### config.mk
export PLATFORM = sky130hd
export DESIGN_NAME = ifetch
export DESIGN_NICKNAME = d
export VERILOG_FILES = /design/src/rtl/ifetch.sv
export SDC_FILE = /design/constraint.sdc
export NUM_CORES = 1
export LEC_CHECK = 0
export BUFFER_PORTS_ARGS = -buffer_cell sky130_fd_sc_hd__buf_4
export CORE_MARGIN = 3
export CORE_UTILIZATION = 55
export CTS_BUF_LIST = sky130_fd_sc_hd__clkbuf_4 sky130_fd_sc_hd__clkbuf_8
export DETAILED_ROUTE_END_ITERATION = 6
export HOLD_SLACK_MARGIN = 0.03
export PLACE_DENSITY_LB_ADDON = 0.15
export SLEW_MARGIN = 20
export SYNTH_ARGS = -nofsm -noshare
export SYNTH_HDL_FRONTEND = slang
export SYNTH_SLANG_ARGS = --single-unit
### constraint.sdc
create_clock -name clk -period 3 [get_ports clk]
set_clock_uncertainty 0.2 [all_clocks]
set_input_delay 0.15 -clock clk [delete_from_list [all_inputs] [get_ports clk]]
set_output_delay 0.15 -clock clk [all_outputs]
set_load 0.03 [all_outputs]
### src/rtl/ifetch.sv
// Instruction fetch unit: program counter, 2-entry {pc, instr} buffer toward decode,
// and branch redirect.
// Optional feature: define FETCH_HALT_ON_ZERO_EN to stop fetching at an all-zero word
// (fetch enters HALT until a redirect or reset).
module ifetch #(
   parameter int unsigned DATA_WIDTH = 32,
   parameter int unsigned N          = 64
) (
   input  logic                  clk,
   input  logic                  reset,
   output logic [5:0]            imem_addr,
   input  logic [DATA_WIDTH-1:0] imem_q,
   input  logic                  br_taken,
   input  logic [N-1:0]          br_target,
   output logic                  out_valid,
   input  logic                  out_ready,
   output logic [DATA_WIDTH-1:0] out_instr,
   output logic [N-1:0]          out_pc,
   output logic                  halted
);

   typedef enum logic [0:0] {StRun, StHalt} state_e;

   state_e                state_q, state_d;
   logic [N-1:0]          pc_q, pc_d;
   logic [N-1:0]          buf_pc_q    [2];
   logic [DATA_WIDTH-1:0] buf_instr_q [2];
   logic                  rd_ptr_q, wr_ptr_q;
   logic [1:0]            count_q, count_d;

   logic pop, space, fetch_en, push, zero_word;

   // Redirect ignores the low two bits of the target.
   logic unused_target_lsbs;
   assign unused_target_lsbs = ^br_target[1:0];

   assign imem_addr = pc_q[7:2];
   assign out_valid = (count_q != 2'd0);
   assign out_instr = buf_instr_q[rd_ptr_q];
   assign out_pc    = buf_pc_q[rd_ptr_q];
   assign pop       = out_valid & out_ready;
   assign space     = (count_q < 2'd2) | pop;
   assign zero_word = (imem_q == '0);

   // FSM state register
   always_ff @(posedge clk or negedge reset) begin
      if (!reset) state_q <= StRun;
      else        state_q <= state_d;
   end

   // FSM next state: redirect always resumes fetching
   always_comb begin
      state_d = state_q;
      if (br_taken) begin
         state_d = StRun;
      end else begin
`ifdef FETCH_HALT_ON_ZERO_EN
         if (state_q == StRun && space && zero_word) state_d = StHalt;
`endif
      end
   end

   // FSM outputs: fetch enable and halted flag
   always_comb begin
      fetch_en = (state_q == StRun) && space && !br_taken;
`ifdef FETCH_HALT_ON_ZERO_EN
      push   = fetch_en && !zero_word;
      halted = (state_q == StHalt);
`else
      push   = fetch_en;
      halted = 1'b0;
`endif
   end

   // Next pc and buffer occupancy; a redirect discards any pop in the same cycle
   always_comb begin
      pc_d    = pc_q;
      count_d = count_q;
      if (br_taken) begin
         pc_d    = {br_target[N-1:2], 2'b00};
         count_d = 2'd0;
      end else begin
         if (push) pc_d = pc_q + N'(4);
         if (push && !pop)      count_d = count_q + 2'd1;
         else if (pop && !push) count_d = count_q - 2'd1;
      end
   end

   // PC and buffer storage
   always_ff @(posedge clk or negedge reset) begin
      if (!reset) begin
         pc_q     <= '0;
         count_q  <= '0;
         rd_ptr_q <= 1'b0;
         wr_ptr_q <= 1'b0;
         for (int i = 0; i < 2; i++) begin
            buf_pc_q[i]    <= '0;
            buf_instr_q[i] <= '0;
         end
      end else begin
         pc_q    <= pc_d;
         count_q <= count_d;
         if (br_taken) begin
            rd_ptr_q <= 1'b0;
            wr_ptr_q <= 1'b0;
         end else begin
            if (push) begin
               buf_pc_q[wr_ptr_q]    <= pc_q;
               buf_instr_q[wr_ptr_q] <= imem_q;
               wr_ptr_q              <= ~wr_ptr_q;
            end
            if (pop) rd_ptr_q <= ~rd_ptr_q;
         end
      end
   end

endmodule

[Yosys cells after proc, flatten, opt, wreduce, memory -nomap -nowiden]
Cells that the tools add are included.
Word-level totals
  register bits after elaboration: 260
  input port bits: 100
  output and inout port bits: 104
  logic and storage cells: 55
Cells by class
  $add $sub $neg: 3
  order comparisons: 4
  mux-type cells: 21
  bitwise operators: 7
  reductions and logical operators: 12
Operator list (number)
  two-way mux 64 bit: 6
  bitwise mux 128 bit: 1
  two-way mux 32 bit: 4
  adder 64 x 3 -> 64 bit, second input constant: 1
  bitwise mux 64 bit: 1
  demux 64 bit (select 1 bit): 1
  demux 32 bit (select 1 bit): 1
  two-way mux 2 bit: 3
  nonzero test 2 bit: 3
  >= comparator 2 bit, second input constant: 2
  logical AND 1 bit: 4
  two-way mux 1 bit: 4
  NOT 1 -> 2 bit: 2
  zero test 1 bit: 3
  NOT 1 bit: 3
  nonzero test 3 bit: 1
  adder 2 x 1 -> 2 bit, second input constant: 1
  < comparator 2 x 1 -> 1 bit, second input constant: 1
  < comparator 2 bit, second input constant: 1
  AND reduction 2 bit: 1
  subtractor 2 x 1 -> 2 bit, second input constant: 1
  bitwise AND 1 bit: 1
  OR 1 bit: 1

[Depth between registers and ports, before layout]
  word-level depth: 9
  depth in mapped cells: 8
  depth with buffers taken out: 6

[Worst setup path before layout]
Ideal clock, no wire load.
  path kind: register -> register
  start: register count_q[1]
  end: register buf_instr_q[53] (netlist name)
  arrival: 1.988 ns
  data required time: 2.675 ns
  slack: 0.687 ns
  stages on the path, launching flop included: 7
  buffers on the path: 3
  period minus slack after synthesis: 2.313 ns
  cells stage by stage: dfrtp_1 nor2b_1 clkbuf_1 nor3_1 clkbuf_1 clkbuf_1 mux2_2
On the way
  longest elaborated chain between the ends: 5
RTL lines
  start, declared: line 29  | logic [1:0] count_q, count_d;
  start signal, assigned: line 102  | count_q <= count_d;
  nonzero test 2 bit: line 38  | assign out_valid = (count_q != 2'd0);
  bitwise AND 1 bit: line 41  | assign pop = out_valid & out_ready;
  OR 1 bit *: line 42  | assign space = (count_q < 2'd2) | pop;
  logical AND 1 bit *: line 65  | fetch_en = (state_q == StRun) && space && !br_taken;
  AND reduction 2 bit (no line) *
  end signal, assigned by index: line 109  | buf_instr_q[wr_ptr_q] <= imem_q;
  end, declared: line 27  | logic [DATA_WIDTH-1:0] buf_instr_q [2];
Mark *: on every way between the ends. The rest lies on a longest branch, timed or not.
A chain may end at the register's enable or synchronous reset.

[Final worst setup path]
  start: register pc_q[4]
  end: register pc_q[43]
On the way
  longest elaborated chain between the ends: 3
RTL lines
  start, declared: line 25  | logic [N-1:0] pc_q, pc_d;
  start signal, assigned: line 101  | pc_q <= pc_d;
  adder 64 x 3 -> 64 bit: line 83  | if (push) pc_d = pc_q + N'(4);
  two-way mux 64 bit: line 83
  two-way mux 64 bit: line 79  | if (br_taken) begin
Every way passes these cells. The select of a mux whose other input is x is not followed.

==> flow_summary.yaml <==
floorplanning:
  initial_core_util_pct: 56.74
  die_width_um: 154.2
  fp.coreArea_mm2: 0.02129
  dieArea_mm2: 0.02378
  die_h_um: 154.2
  io_pins: 204
  rows: 53
power:
  vdd_drop_max_mv: 0.5522
  finalPower_mw: 11.30
  swShare_pct: 31.22
  clock_power_share_pct: 29.5
  p_sw_mw: 3.529
  p_int_mw: 7.774
  leakagePower_nw: 6.801
  comb_power_share_pct: 29.3
  power_frac_seq_pct: 41.2
  p_per_area_mw_per_mm2: 710.1
detailed_routing:
  dr.pass1.iters: 5
  wirelength_um: 30410
  postRouteAntennaNets: 0
  first_iter_violations: 489
  routedWlPerCell_um: 18.92
  num_vias: 9100
  drc: 0
  via_per_inst: 5.663
cts:
  cts_made_buffers: 43
  cts_tree: "yes"
  cts_root_buf: "clkbuf_8"
  h-tree-depth: 2
  cts_sinks: 254
  cts.clk_slew.worst_paths_ns: 0.06
  cts_setup_buffers: 0
  insertion_delay_ns: 0.55
  clock_path_buffers: 3
logic_synthesis:
  synth_area_mm2: 0.01208
  async_flop_share_pct: 100.0
  syn_avg_cell_area_um2: 12.15
  synthFlopType: "dfrtp_1"
  ys_types: 47
  yosysMostFrequentCell: "mux2_2"
  yosysWarnings: 0
  syn_inst: 994
  seq_area_frac_synth_pct: 52.62
  synth_top_area_share_pct: 52.62
  ys_ff_latch: 254
  synth_edf_count: 0
  yosys-top-cells-area: "dfrtp_1 53%, mux2_2 26%, nand2_1 2.2%"
  yosysTopAreaCell: "dfrtp_1"
  synthTopCellsByCount: "278 x mux2_2, 254 x dfrtp_1, 72 x nand2_1"
sta:
  final-setup-viol-count: 0
  hold_ws_ns: 0.1718
  worst_slew_pin_slew_ns: 0.6521
  period_minus_slack_ns: 2.827
  setup_tns_ns: 0
  fmax_mhz: 353.7
  post-route-period-util_pct: 94.25
  slew_violations: 0
  finalHoldViolations: 0
  rsz0062_at_grt: "no"
  slew_headroom_pct: 56.44
grt:
  grt_pass1_vias: 9257
  grt_max_degree: 67
  grt_use_total_pct: 25.65
  gr-total-overflow: 0
  grt_pass1_wl_um: 49290
  grt_antenna_before_repair: 0
worst_setup_path:
  start_kind: "register"
  required_ns: 3.23
  path_max_fanout: 9
  criticalPathCategory: "reg2reg"
  endpoint_kind: "register"
  arrival_ns: 3.06
cells_and_area:
  area_growth_pct: 31.77
  design_area_mm2: 0.01592
  drive_above_1_share_pct: 44.37
  final_nets: 1402
  fillCellCount: 1365
  n_antenna_cell: 0
  final_cells: 1607
placed_design:
  gp_congestion: 0.8204
  place_area_mm2: 0.01390
  io_buffers: 198
  dp_cells: 1427
  hpwlAfterDp_um: 19660
job:
  drv_cap: 0
status:
  status: "complete, no violations"
hold_path:
  worstHoldPathType: "in2reg"
## registers in the layout, summed over array words and instances, names as in the netlist
| signal | flops |
|---|---|
| buf_pc_q | 124 |
| buf_instr_q | 64 |
| pc_q | 62 |
| count_q | 2 |
| rd_ptr_q | 1 |
| wr_ptr_q | 1 |
## area by class of cell
class	instances	area [µm²]	share of cell area, %
Clock buffer	68	854.6	5.369
Multi-Input combinational cell	669	5438	34.16
Inverter	8	30.03	0.1887
Tap cell	275	344.1	2.162
Sequential cell	254	6360	39.96
Timing Repair Buffer	325	2800	17.59
Clock inverter	8	90.09	0.5660
## placed cells by master (no fill, tap or decap), types with 5 or more instances in the layout
cell             n
clkbuf_4        13
o31ai_1         11
clkbuf_8        55
nand4_1         24
nand2_1         72
buf_4          214
dlygate4sd3_1  103
and4_1           6
nor4_1          10
inv_1            7
or3_1           13
xnor2_1         15
xor2_1          18
dfrtp_1        253
or4_1           12
o21ai_0         44
buf_12           6
clkinv_2         6
mux2_2         278
and3_1           6
nor3_1          15
nor2_1          45
nand3_1         28
a31oi_1         24
nor2b_1          5
## critical path, cell delays in order (launching register included)
cell	delay, ns
dfrtp_1	0.50
nand4_1	0.32
nor4_2	0.34
buf_4	0.24
nand4_1	0.22
a221o_1	0.36
dlygate4sd3_1	0.55
## kinds of logic (layout without fill, tap and decap cells)
family / count (synthesis) / count (layout) / share of synthesized area [%]
multiplexers: 281 / 281 / 26.17
AND/OR/NAND/NOR: 257 / 257 / 11.37
flip-flops: 254 / 254 / 52.62
AO/OA/AOI/OAI: 94 / 94 / 4.672
buffers and inverters: 73 / 409 / 2.641
XOR/XNOR: 33 / 33 / 2.393
adder cells (fa/ha/maj): 1 / 1 / 0.1036
other: 1 / 3 / 0.03105
## per-layer routing
metal | share of wire, % | GRT usage, %
met1 | 43 | 35.80
met2 | 48 | 41.62
met3 | 5.9 | 4.561
met4 | 2.4 | 7.485
met5 | 0 | 0
## power by group through the flow
stage	logic [mW]	registers (mW)	clock network, mW
floorplan	2.25	4.52	0
global placement	3.15	4.66	0
detailed placement	3.19	4.71	0
CTS	3.32	4.66	3.40
global route	3.51	4.77	3.55
finish	3.31	4.66	3.33
## metrics by stage
| step | worst slack, ns | util [%] |
|---|---|---|
| after floorplan | 0.6873 | - |
| after global placement | 0.4580 | 65.32 |
| after detailed placement | 0.4147 | 65.32 |
| after CTS | 0.02365 | 74.73 |
| after global routing | 0.02352 | 74.77 |
| final | 0.1726 | 74.77 |
## path summary, 6_finish.rpt
| path | from | endpoint | slack [ns] | depth (start not counted) |
|---|---|---|---|---|
| min in group asynchronous | reset | pc_q[62]$_DFFE_PN0P_ | 0.43 | 3 |
| max reg2reg | pc_q[4]$_DFFE_PN0P_ | pc_q[43]$_DFFE_PN0P_ | 0.17 | 6 |
| max in group asynchronous | reset | buf_instr_q[20]$_DFFE_PN0P_ | 1.54 | 4 |
| min | br_target[20] | pc_q[20]$_DFFE_PN0P_ | 0.17 | 4 |
| min reg2reg | buf_pc_q[43]$_DFFE_PN0P_ | buf_pc_q[43]$_DFFE_PN0P_ | 0.28 | 2 |
| max | pc_q[4]$_DFFE_PN0P_ | pc_q[43]$_DFFE_PN0P_ | 0.17 | 6 |
## timing repair
action	4_1_cts	5_1_grt
endpoints found under the hold margin	384	0
endpoints found under the setup margin	0	1
hold buffers	104	0
resized for setup	0	1
No activity file was read; power rests on OpenSTA's default activity.
